`config.mk`:
```
export PLATFORM = sky130hd
export DESIGN_NAME = prog_sequencer_flat
export DESIGN_NICKNAME = d
export VERILOG_FILES = /design/src/rtl/prog_sequencer_if.sv /design/src/rtl/prog_sequencer.sv /design/src/flat_wrapper.sv
export SDC_FILE = /design/constraint.sdc
export NUM_CORES = 1
export LEC_CHECK = 0
export ABC_AREA = 1
export CORE_AREA = 2 2 73 75
export CTS_BUF_LIST = sky130_fd_sc_hd__clkbuf_4
export CTS_CLUSTER_SIZE = 25
export DETAILED_ROUTE_END_ITERATION = 8
export DIE_AREA = 0 0 75 77
export PLACE_DENSITY_LB_ADDON = 0.3
export SLEW_MARGIN = 10
export SYNTH_ARGS = -nofsm -noshare
export SYNTH_HDL_FRONTEND = slang
export SYNTH_SLANG_ARGS = --single-unit
```
`constraint.sdc`:
```
create_clock -name CLK -period 1.7 [get_ports CLK]
set_input_delay 0.255 -clock CLK [delete_from_list [all_inputs] [get_ports CLK]]
set_output_delay 0.255 -clock CLK [all_outputs]
set_load 0.005 [all_outputs]
```
`src/rtl/prog_sequencer_if.sv`:
```
// prog_sequencer_if: bundles the run-controller signals shared between the sequencer and the
// core/environment side.
//   Start      : level request to run the full program sequence (environment -> sequencer)
//   Halt       : core reports the current program has finished (environment -> sequencer)
//   ProgSel    : current program index for the branch-target lookup
//   CoreReset  : reset to the core datapath, low only while a program runs
//   Busy       : a sequence is in progress
//   Done       : all programs have completed
//   CycleCount : RUN-cycle count of the last completed program
//   CountValid : one-cycle pulse when CycleCount/Timeout update
//   Timeout    : qualifies CountValid, set when the watchdog aborted the program
// Modports: master = sequencer side, slave = core/environment side.
interface prog_sequencer_if #(
    parameter int unsigned PROG_W = 3,
    parameter int unsigned CNT_W  = 16
);
    logic              Start;
    logic              Halt;
    logic [PROG_W-1:0] ProgSel;
    logic              CoreReset;
    logic              Busy;
    logic              Done;
    logic [CNT_W-1:0]  CycleCount;
    logic              CountValid;
    logic              Timeout;

    modport master (
        input  Start, Halt,
        output ProgSel, CoreReset, Busy, Done, CycleCount, CountValid, Timeout
    );

    modport slave (
        output Start, Halt,
        input  ProgSel, CoreReset, Busy, Done, CycleCount, CountValid, Timeout
    );
endinterface

```
`src/rtl/prog_sequencer.sv`:
```
// prog_sequencer: top-level run controller for the multi-program core. On Start it steps
// through programs 0..NUM_PROGS-1; for each one it holds the core in reset for RST_CYCLES
// cycles, releases it, counts RUN cycles until Halt, and reports the count. After the last
// program it reports Done.
// Ports:
//   CLK   : clock, rising edge
//   Reset : asynchronous active-high reset
//   bus   : prog_sequencer_if.master (Start/Halt in; ProgSel, CoreReset, Busy, Done,
//           CycleCount, CountValid, Timeout out)
// Optional feature: define WATCHDOG_EN to abort a program after WDOG_LIMIT RUN cycles without
// Halt (reported with Timeout=1). Without it Timeout is tied low and RUN waits for Halt.
module prog_sequencer #(
    parameter int unsigned NUM_PROGS  = 3,
    parameter int unsigned PROG_W     = 3,
    parameter int unsigned RST_CYCLES = 2,
    parameter int unsigned CNT_W      = 16,
    parameter int unsigned WDOG_LIMIT = 1000
) (
    input logic              CLK,
    input logic              Reset,
    prog_sequencer_if.master bus
);
    localparam int unsigned       HOLD_W    = $clog2(RST_CYCLES + 1);
    localparam logic [PROG_W-1:0] LAST_PROG = PROG_W'(NUM_PROGS - 1);
    localparam logic [HOLD_W-1:0] HOLD_LAST = HOLD_W'(RST_CYCLES - 1);

    // Elaboration-time parameter sanity checks.
    if (NUM_PROGS < 1 || NUM_PROGS > 2 ** PROG_W) begin : g_bad_num_progs
        $error("prog_sequencer: NUM_PROGS out of range");
    end
    if (RST_CYCLES < 1) begin : g_bad_rst_cycles
        $error("prog_sequencer: RST_CYCLES must be at least 1");
    end
    if (WDOG_LIMIT < 1) begin : g_bad_wdog_limit
        $error("prog_sequencer: WDOG_LIMIT must be at least 1");
    end

    typedef enum logic [2:0] {
        StIdle,
        StRstc,
        StRun,
        StLog,
        StFinish
    } state_e;

    state_e            state_q;
    logic [HOLD_W-1:0] hold_q;
    logic [CNT_W-1:0]  run_q;
    logic [CNT_W-1:0]  run_k;
    logic [PROG_W-1:0] prog_sel_q;
    logic              core_reset_q;
    logic              busy_q;
    logic              done_q;
    logic [CNT_W-1:0]  cycle_count_q;
    logic              count_valid_q;

    // run_q counts completed RUN cycles, so run_k is the index of the current RUN cycle,
    // saturating at the counter maximum instead of wrapping.
    assign run_k = (run_q == {CNT_W{1'b1}}) ? run_q : run_q + CNT_W'(1);

`ifdef WATCHDOG_EN
    logic timeout_q;
    logic wdog_hit;

    assign wdog_hit = (32'(run_k) == WDOG_LIMIT);
`endif

    always_ff @(posedge CLK or posedge Reset) begin
        if (Reset) begin
            state_q       <= StIdle;
            hold_q        <= '0;
            run_q         <= '0;
            prog_sel_q    <= '0;
            core_reset_q  <= 1'b1;
            busy_q        <= 1'b0;
            done_q        <= 1'b0;
            cycle_count_q <= '0;
            count_valid_q <= 1'b0;
`ifdef WATCHDOG_EN
            timeout_q     <= 1'b0;
`endif
        end else begin
            count_valid_q <= 1'b0;
            case (state_q)
                StIdle, StFinish: begin
                    if (bus.Start) begin
                        state_q    <= StRstc;
                        prog_sel_q <= '0;
                        hold_q     <= '0;
                        busy_q     <= 1'b1;
                        done_q     <= 1'b0;
                    end
                end
                StRstc: begin
                    hold_q <= hold_q + HOLD_W'(1);
                    if (hold_q == HOLD_LAST) begin
                        state_q      <= StRun;
                        run_q        <= '0;
                        core_reset_q <= 1'b0;
                    end
                end
                StRun: begin
                    // Halt wins over a watchdog expiry in the same cycle.
                    if (bus.Halt) begin
                        state_q       <= StLog;
                        cycle_count_q <= run_k;
                        count_valid_q <= 1'b1;
                        core_reset_q  <= 1'b1;
`ifdef WATCHDOG_EN
                        timeout_q     <= 1'b0;
`endif
                    end
`ifdef WATCHDOG_EN
                    else if (wdog_hit) begin
                        state_q       <= StLog;
                        cycle_count_q <= run_k;
                        count_valid_q <= 1'b1;
                        core_reset_q  <= 1'b1;
                        timeout_q     <= 1'b1;
                    end
`endif
                    else begin
                        run_q <= run_k;
                    end
                end
                StLog: begin
                    if (prog_sel_q == LAST_PROG) begin
                        state_q <= StFinish;
                        busy_q  <= 1'b0;
                        done_q  <= 1'b1;
                    end else begin
                        state_q    <= StRstc;
                        prog_sel_q <= prog_sel_q + PROG_W'(1);
                        hold_q     <= '0;
                    end
                end
                default: begin
                    state_q      <= StIdle;
                    core_reset_q <= 1'b1;
                    busy_q       <= 1'b0;
                    done_q       <= 1'b0;
                end
            endcase
        end
    end

    assign bus.ProgSel    = prog_sel_q;
    assign bus.CoreReset  = core_reset_q;
    assign bus.Busy       = busy_q;
    assign bus.Done       = done_q;
    assign bus.CycleCount = cycle_count_q;
    assign bus.CountValid = count_valid_q;
`ifdef WATCHDOG_EN
    assign bus.Timeout    = timeout_q;
`else
    assign bus.Timeout    = 1'b0;
`endif
endmodule
```
`src/flat_wrapper.sv`:
```
// flat-port wrapper written by rule: the top's interface ports become plain ports
module prog_sequencer_flat 
#(
    parameter int unsigned NUM_PROGS  = 3,
    parameter int unsigned PROG_W     = 3,
    parameter int unsigned RST_CYCLES = 2,
    parameter int unsigned CNT_W      = 16,
    parameter int unsigned WDOG_LIMIT = 1000
)
  (CLK, Reset, bus_Start, bus_Halt, bus_ProgSel, bus_CoreReset, bus_Busy, bus_Done, bus_CycleCount, bus_CountValid, bus_Timeout);
  prog_sequencer_if #(.PROG_W(PROG_W), .CNT_W(CNT_W)) bus_i ();
  input logic CLK;
  input logic Reset;
  input wire logic [$bits(bus_i.Start)-1:0] bus_Start;
  input wire logic [$bits(bus_i.Halt)-1:0] bus_Halt;
  output wire logic [$bits(bus_i.ProgSel)-1:0] bus_ProgSel;
  output wire logic [$bits(bus_i.CoreReset)-1:0] bus_CoreReset;
  output wire logic [$bits(bus_i.Busy)-1:0] bus_Busy;
  output wire logic [$bits(bus_i.Done)-1:0] bus_Done;
  output wire logic [$bits(bus_i.CycleCount)-1:0] bus_CycleCount;
  output wire logic [$bits(bus_i.CountValid)-1:0] bus_CountValid;
  output wire logic [$bits(bus_i.Timeout)-1:0] bus_Timeout;
  assign bus_i.Start = bus_Start;
  assign bus_i.Halt = bus_Halt;
  assign bus_ProgSel = bus_i.ProgSel;
  assign bus_CoreReset = bus_i.CoreReset;
  assign bus_Busy = bus_i.Busy;
  assign bus_Done = bus_i.Done;
  assign bus_CycleCount = bus_i.CycleCount;
  assign bus_CountValid = bus_i.CountValid;
  assign bus_Timeout = bus_i.Timeout;
  prog_sequencer #(.NUM_PROGS(NUM_PROGS), .PROG_W(PROG_W), .RST_CYCLES(RST_CYCLES), .CNT_W(CNT_W), .WDOG_LIMIT(WDOG_LIMIT)) u_core (.CLK(CLK), .Reset(Reset), .bus(bus_i));
endmodule
```
# --- After elaboration in Yosys (flattened, before gate mapping) ---
# Cells that the tools add are included.
word_totals:
  rom_bits: 0
  inputBits: 4
  wordCells: 67
  latch_bits: 0
  mem_bits_rw: 0
  out_inout_bits: 24
  memories: 0
  regBits: 44
classes:
  eq_ne: 13
  n_div: 0
  magnitude_cmp: 0
  n_bitwise: 2
  reduce_logical: 14
  addsub: 3
  n_mul: 0
  n_shift: 0
  muxes: 26
ops:
  columns: ["op", "count"]
  rows:
  - ["two-way mux 16 bit", 3]
  - ["one-hot mux 16 bit (2 select lines)", 1]
  - ["two-way mux 3 bit", 6]
  - ["AND reduction 3 bit", 6]
  - ["adder 16 x 1 -> 16 bit (second input constant)", 1]
  - ["equality test 16 bit (second input constant)", 1]
  - ["one-hot mux 3 bit (4 select lines)", 1]
  - ["equality test 3 x 2 -> 1 bit (second input constant)", 3]
  - ["one-hot mux 1 bit (3 select lines)", 3]
  - ["two-way mux 1 bit", 8]
  - ["!= test 2 bit (second input constant)", 4]
  - ["one-hot mux 2 bit (3 select lines)", 1]
  - ["one-hot mux 3 bit (2 select lines)", 1]
  - ["two-way mux 2 bit", 2]
  - ["!= test 2 x 1 -> 1 bit (second input constant)", 2]
  - ["nonzero test 2 bit", 2]
  - ["OR reduction 2 bit", 2]
  - ["adder 3 x 1 -> 3 bit (second input constant)", 1]
  - ["equality test 3 x 1 -> 1 bit (second input constant)", 1]
  - ["equality test 3 bit (second input constant)", 1]
  - ["zero test 3 bit", 1]
  - ["nonzero test 3 bit", 1]
  - ["OR reduction 3 bit", 1]
  - ["adder 2 x 1 -> 2 bit (second input constant)", 1]
  - ["3 further kinds", 4]

# --- Depth between registers and ports, before layout ---
# Gate-level depths: netlist of the first run.
depth:
  word_depth: 4
  ltp_mapped: 10
  mapped_depth_nobuf: 10

# --- Worst setup path before layout of the first run ---
# OpenSTA, ideal clock, no wires.
synth_path:
  path_kind: "reg-to-reg"
  from: "register u_core.run_q[0]"
  to: "register u_core.cycle_count_q[12], in the netlist u_core.bus.CycleCount[12]"
  path_buffers: 0
  required_time_ns: 1.583
  path_slack_ns: 0.203
  setup_time_ns: 0.117
  arrival_time_ns: 1.380
  stages_incl_launch_ff: 9
  synth_period_minus_slack_ns: 1.497
  cell_sequence: "dfrtp_1 ha_1 inv_1 nor2_4 nand2_4 nor2_1 or2_2 nand3_1 nand2_1"
synth_between:
  elab_chain_len: 2
  word_cells_on_any_way: 3
  cone_classes: "1 x add/sub; 1 x eq/ne; 1 x mux"
synth_lines:
  columns: ["item", "line", "source"]
  rows:
  - ["from (decl)", "prog_sequencer.sv:48", "logic [CNT_W-1:0] run_q;"]
  - ["from (signal assigned)", "prog_sequencer.sv:123", "run_q <= run_k;"]
  - ["adder 16 x 1 -> 16 bit or equality test 16 bit (tied branches)", "prog_sequencer.sv:59", "assign run_k = (run_q == {CNT_W{1'b1}}) ? run_q : run_q + CNT_W'(1);"]
  - ["two-way mux 16 bit (*)", "prog_sequencer.sv:59", null]
  - ["to (signal assigned)", "prog_sequencer.sv:106", "cycle_count_q <= run_k;"]
  - ["to (decl)", "prog_sequencer.sv:54", "logic [CNT_W-1:0] cycle_count_q;"]
# Every way passes the cells marked *; elsewhere a longest branch is shown, timed or not.
# A chain may end at the register's enable or synchronous reset.

# --- Worst setup path after layout of the first run ---
layout_path:
  from: "register u_core.run_q[0]"
  to: "register u_core.cycle_count_q[8], in the netlist u_core.bus.CycleCount[8]"
# The elaborated chain is that of the path after synthesis.

==> results of run 1 <==
layer usage:
layer | wire, µm | track usage | vias up
met1 | 2290 | 0.267 | 969
met5 | 0 | 0 | -
met4 | 104 | 0.0643 | 0
met2 | 2380 | 0.301 | 50
li1 | - | - | 1034
met3 | 200 | 0.0460 | 10
critical path: cells and delay by family, from the launching register on:
kind	cells	cell delay [ns]
xor+xnor	1	0.17
fa+ha+maj	1	0.21
buf+inv	1	0.09
flops	1	0.43
simple gates	3	0.33
compound gates	1	0.24
flip-flops by register name (all words and copies together) (netlist names):
name / flops
u_core.hold_q: 2
u_core.bus.CoreReset: 1
u_core.bus.CountValid: 1
u_core.bus.Done: 1
u_core.bus.CycleCount: 16
u_core.state_q: 3
u_core.run_q: 16
u_core.bus.ProgSel: 3
u_core.bus.Busy: 1
cell families after synthesis:
group,after synthesis,synth area share
and+or+nand+nor,195,0.357
DFF,44,0.479
AOI/OAI and AO/OA,23,0.0570
adders and majority gates,4,0.0217
buffers and inverters,39,0.0684
xor gates and xnor gates,4,0.0152
other,1,0.00163
path summary, 6_finish.rpt:
path,startpoint,endpoint,cells after the start,slack [ns]
min in group CLK,u_core.bus.CoreReset$_DFFE_PP1P_,u_core.bus.CoreReset$_DFFE_PP1P_,2,0.49
worst max register to register,u_core.run_q[0]$_DFFE_PP0P_,u_core.bus.CycleCount[8]$_DFFE_PP0P_,7,0.12
worst min register to register,u_core.bus.CoreReset$_DFFE_PP1P_,u_core.bus.CoreReset$_DFFE_PP1P_,2,0.49
worst max-delay path,u_core.run_q[0]$_DFFE_PP0P_,u_core.bus.CycleCount[8]$_DFFE_PP0P_,7,0.12
max in group asynchronous,Reset,u_core.run_q[0]$_DFFE_PP0P_,3,1.03
worst min-delay path,Reset,u_core.run_q[14]$_DFFE_PP0P_,2,0.14
cell usage in the layout, fill, tap and decap left out, drive strengths merged:
| master | count |
|---|---|
| nand3b | 1 |
| nand4 | 5 |
| dfstp | 1 |
| nor2 | 28 |
| inv | 32 |
| clkinv | 4 |
| dlymetal6s2s | 1 |
| clkdlybuf4s50 | 25 |
| nand2 | 136 |
| o31ai | 1 |
| o21ai | 15 |
| a21oi | 3 |
| xor2 | 4 |
| nor3 | 1 |
| or2 | 2 |
| nand3 | 22 |
| dfrtp | 43 |
| clkbuf | 5 |
| conb | 1 |
| o21bai | 4 |
| buf | 11 |
| ha | 4 |
report_power, final:
group	internal, W	switching [W]
clock	0.000152	0.000336
combinational	0.000498	0.000644
sequential	0.00123	0.000132
metrics by stage:
| stage | hold slack [ns] | total power (W) | instances |
|---|---|---|---|
| finish | 0.144 | 0.00299 | 419 |
| global route | 0.189 | 0.00324 | 419 |
| CTS | 0.140 | 0.00298 | 417 |
| detailed placement | 0.467 | 0.00248 | 409 |
| global placement | 0.465 | 0.00246 | 409 |
| floorplan | 0.447 | 0.00204 | 310 |
final cells by class:
cell class | count | share of cell area
Timing Repair Buffer | 37 | 0.129
Clock buffer | 5 | 0.0135
Tap cell | 70 | 0.0316
Clock inverter | 3 | 0.00496
Inverter | 33 | 0.0455
Multi-Input combinational cell | 227 | 0.378
Sequential cell | 44 | 0.398
timing repair:
item                                   4_1_cts  5_1_grt
setup endpoints to repair                    7       26
setup buffers                                0        2
gates resized for setup                      1        4
endpoints found under the hold margin        0        0
==> flow_metrics.tcl, run 1 <==
set metrics [dict create \
    async_flop_share 1.00 \
    maxCapViolCount 0 \
    die_y_um 77 \
    ys_seq_area_frac 0.479 \
    portBuffers 26 \
    worst_slack_ns 0.118 \
    grt_overflow 0 \
    firstDrtPassIters 5 \
    yosysWarnings 0 \
    coreArea_um2 4980 \
    nets 356 \
    vias_per_cell 4.92 \
    grt_antenna_before_repair 0 \
    period_needed_ns 1.58 \
    syn_area_per_cell_um2 7.43 \
    status "finished clean" \
    avgRoutedWirePerCell_um 11.9 \
    tritoncts "yes" \
    synth_edf_count 0 \
    p_per_area_nw_per_um2 1080 \
    synthFlopType "dfrtp_1" \
    cts_inserted_buffers 5 \
    start_kind "flop" \
    rows 26 \
    htree_levels 2 \
    crit_arrival_ns 1.82 \
    fin_skew_ns 0.0164 \
    start_util 0.463 \
    vias 2063 \
    drive_above_1_share 0.0974 \
    utilization 0.558 \
    io_pins 28 \
    crit_type "reg2reg" \
    syn_nets 318 \
    seqCellArea_um2 1100 \
    min_path_type "in2async" \
    required_ns 1.94 \
    crit_chain "ha_2, inv_1, nor2_4, nand2_4, xor2_1, o21bai_1, nand2_1" \
    clk_latency_ns 0.36 \
    synth_cell_types 27 \
    clock_path_buffers 2 \
    wirelength_um 4970 \
    critPathSlowestCell "dfrtp_2" \
    power_leakage_nw 1.48 \
    multi_input_area_um2 1050 \
    yosys-top-cells-count "nand2_1, dfrtp_1, inv_1" \
    synth_top_area_cell "dfrtp_1" \
    place_ws_ns 0.00989 \
    grt_max_degree 18 \
    setup_tns_ns 0 \
    ys_top_cells_by_area "dfrtp_1, nand2_1, inv_1" \
    post_dp_cell_area_um2 2700 \
    finalCritPeriodShare 0.931 \
    ant_nets 0 \
    drt_iter0_drc 130 \
    ys_ff_latch 44 \
    critPathMaxFanout 4 \
    cpPeakStageDelay_ns 0.43 \
    die_area_um2 5780 \
    diodes 0 \
    cts-hold-fix-buffers 0 \
    setup_viol 0 \
    n_fill_cell 488 \
    clkTransAtPathRegs_ns 0.14 \
    grt_pass1_wl_um 8820 \
    syn_to_final_growth_pct 20.5 \
    cts-root-buf "clkbuf_4" \
    final_max_slew_viol_count 0 \
    grt_usage 0.195 \
    gp_congestion 0.881 \
    synth_most_common_cell "nand2_1" \
    route.detailed.drc 0 \
    cts.sinks 44 \
    vdd_drop_max_uv 724 \
    final_area_um2 2780 \
    cp-end-kind "flop" \
    synth_top_cell_area_share 0.467 \
    dp_hpwl_um 3660 \
    grt_pass1_vias 1988 \
    synthCells 310 \
    netlist_area_um2 2300 \
    finalHoldViolCount 0 \
    die_w_um 75 \
    max_freq_ghz 0.632 \
]
Note: power is estimated with default switching activity, not from simulation.
==> inputs of run 2 (changes only) <==
Settings changed: CORE_AREA 2 2 73 75 to 2 2 75 77, DIE_AREA 0 0 75 77 to 0 0 77 79.
==> flow_metrics.tcl, run 2 (synthesis gave the netlist of run 1 again) <==
set metrics [dict create \
    syn_to_final_growth_pct 20.8 \
    pwr-share-comb 0.381 \
    die_w_um 77 \
    maxCapViolCount 0 \
    cts.sinks 44 \
    drt_iter0_drc 109 \
    crit_type "reg2out" \
    crit_buf_inv 1 \
    min_path_type "in2async" \
    rows 27 \
    whs_ns 0.146 \
    max_freq_ghz 0.630 \
    grt_usage 0.180 \
    worst_pin_slew_ns 0.495 \
    portBuffers 26 \
    drive_above_1_share 0.0922 \
    coreArea_um2 5340 \
    route.detailed.drc 0 \
    layout_common_cells "nand2_1, dfrtp_1, inv_1" \
    critPathSlowestCell "clkdlybuf4s50_1" \
    wirelength_um 5030 \
    p_sw_frac 0.375 \
    cp_top_family "buffers and inverters" \
    seq_power_share 0.457 \
    cpPeakStageDelay_ns 0.53 \
    final_common_cell "nand2_1" \
    setup_tns_ns 0 \
    required_ns 1.44 \
    cts.repair.resized 0 \
    htree_levels 2 \
    final_max_slew_viol_count 0 \
    grt_overflow 0 \
    cts-hold-fix-buffers 0 \
    n_fill_cell 558 \
    p_sw_w 0.00112 \
    clkTransAtPathRegs_ns 0.13 \
    period_needed_ns 1.59 \
    power_leakage_nw 1.48 \
    fin_skew_ns 0.0156 \
    status "finished clean" \
    gp_congestion 0.857 \
    vdd_drop_max_uv 650 \
    io_pins 28 \
    p_int_w 0.00186 \
    clock_path_buffers 2 \
    avgRoutedWirePerCell_um 12.0 \
    critPathMaxFanout 5 \
    diodes 0 \
    p_clk_frac 0.162 \
    p_per_area_nw_per_um2 1070 \
    dp_hpwl_um 3750 \
    ant_nets 0 \
    grt_antenna_before_repair 0 \
    rsz0062_at_grt "no" \
    tritoncts "yes" \
    cp-end-kind "output port" \
    cts_inserted_buffers 5 \
    die_y_um 79 \
    vias_per_cell 4.80 \
    crit_chain "clkdlybuf4s50_1" \
    grt_pass1_wl_um 8910 \
    die_area_um2 6080 \
    grt_max_degree 19 \
    finalCritPeriodShare 0.934 \
    firstDrtPassIters 4 \
    start_kind "flop" \
    setup_viol 0 \
    nets 354 \
    clk_latency_ns 0.36 \
    ff2ff_setup_slack_ns 0.14 \
    start_util 0.432 \
    cts_setup_buffers 0 \
    cts-root-buf "clkbuf_4" \
    grt_pass1_vias 1945 \
    max_slew_margin 0.668 \
    finalHoldViolCount 0 \
    crit_arrival_ns 1.33 \
    vias 2011 \
]
[run 2: cell count changes in the layout (fill, tap and decap cells not counted)]
cell    previous run  this run
buf_4             10         7
buf_12             1         2
ha_2               1         0
ha_4               0         1
inv_2              1         2
inv_4              1         0
[run 2: metal layers]
metal  vias to the layer above  GRT usage  part of all wire
met5                         -          0                 0
met4                         0     0.0536            0.0078
met3                         6     0.0341             0.051
met2                        51      0.302              0.48
met1                       922      0.238              0.47
li1                       1032          -                 -
[run 2: stage by stage]
step	utilization	power, W	worst slack (ns)	std cells	instance area, µm²
final	0.521	0.00298	0.112	419	2780
after global routing	0.521	0.00325	0.00916	419	2780
after CTS	0.518	0.00300	0.0358	419	2760
after detailed placement	0.508	0.00251	0.0676	411	2710
after global placement	0.508	0.00249	0.137	411	2710
after floorplan	-	0.00204	0.203	310	2300
[run 2: final timing paths]
kind                                                      start                                   end  cells after the start
max                           u_core.bus.ProgSel[0]$_DFFE_PP0P_                        bus_ProgSel[0]                      1
min                                                       Reset     u_core.bus.ProgSel[1]$_DFFE_PP0P_                      2
max reg2reg                         u_core.run_q[1]$_DFFE_PP0P_           u_core.run_q[4]$_DFFE_PP0P_                      9
min reg2reg                u_core.bus.CycleCount[8]$_DFFE_PP0P_  u_core.bus.CycleCount[8]$_DFFE_PP0P_                      2
max in group asynchronous                                 Reset           u_core.run_q[1]$_DFFE_PP0P_                      3
min in group CLK           u_core.bus.CycleCount[8]$_DFFE_PP0P_  u_core.bus.CycleCount[8]$_DFFE_PP0P_                      2
[run 2: layout make-up]
type                    instances  area, µm²  share of cell area
clock buffers                   5       37.5              0.0135
multi-input cells             227       1060               0.380
inverters                      33        124              0.0445
well taps                      72       90.1              0.0324
repair buffers                 35        355               0.128
clock inverters                 3       13.8             0.00495
flip-flops and latches         44       1100               0.397
[run 2: power by group through the flow]
| stage | Clock, W | Combinational, W | Sequential (W) |
|---|---|---|---|
| 2_1_floorplan | 0 | 0.000672 | 0.00137 |
| 3_3_place_gp | 0 | 0.00113 | 0.00136 |
| 3_5_place_dp | 0 | 0.00114 | 0.00137 |
| 4_1_cts | 0.000496 | 0.00115 | 0.00135 |
| 5_1_grt | 0.000557 | 0.00131 | 0.00139 |
| 6_report | 0.000482 | 0.00114 | 0.00136 |
==> inputs of run 3 (changes only) <==
Settings changed: TNS_END_PERCENT from default to 100.
==> results of run 3 <==
Same layout as run 2: the final DEF is identical, and so are final timing and power.
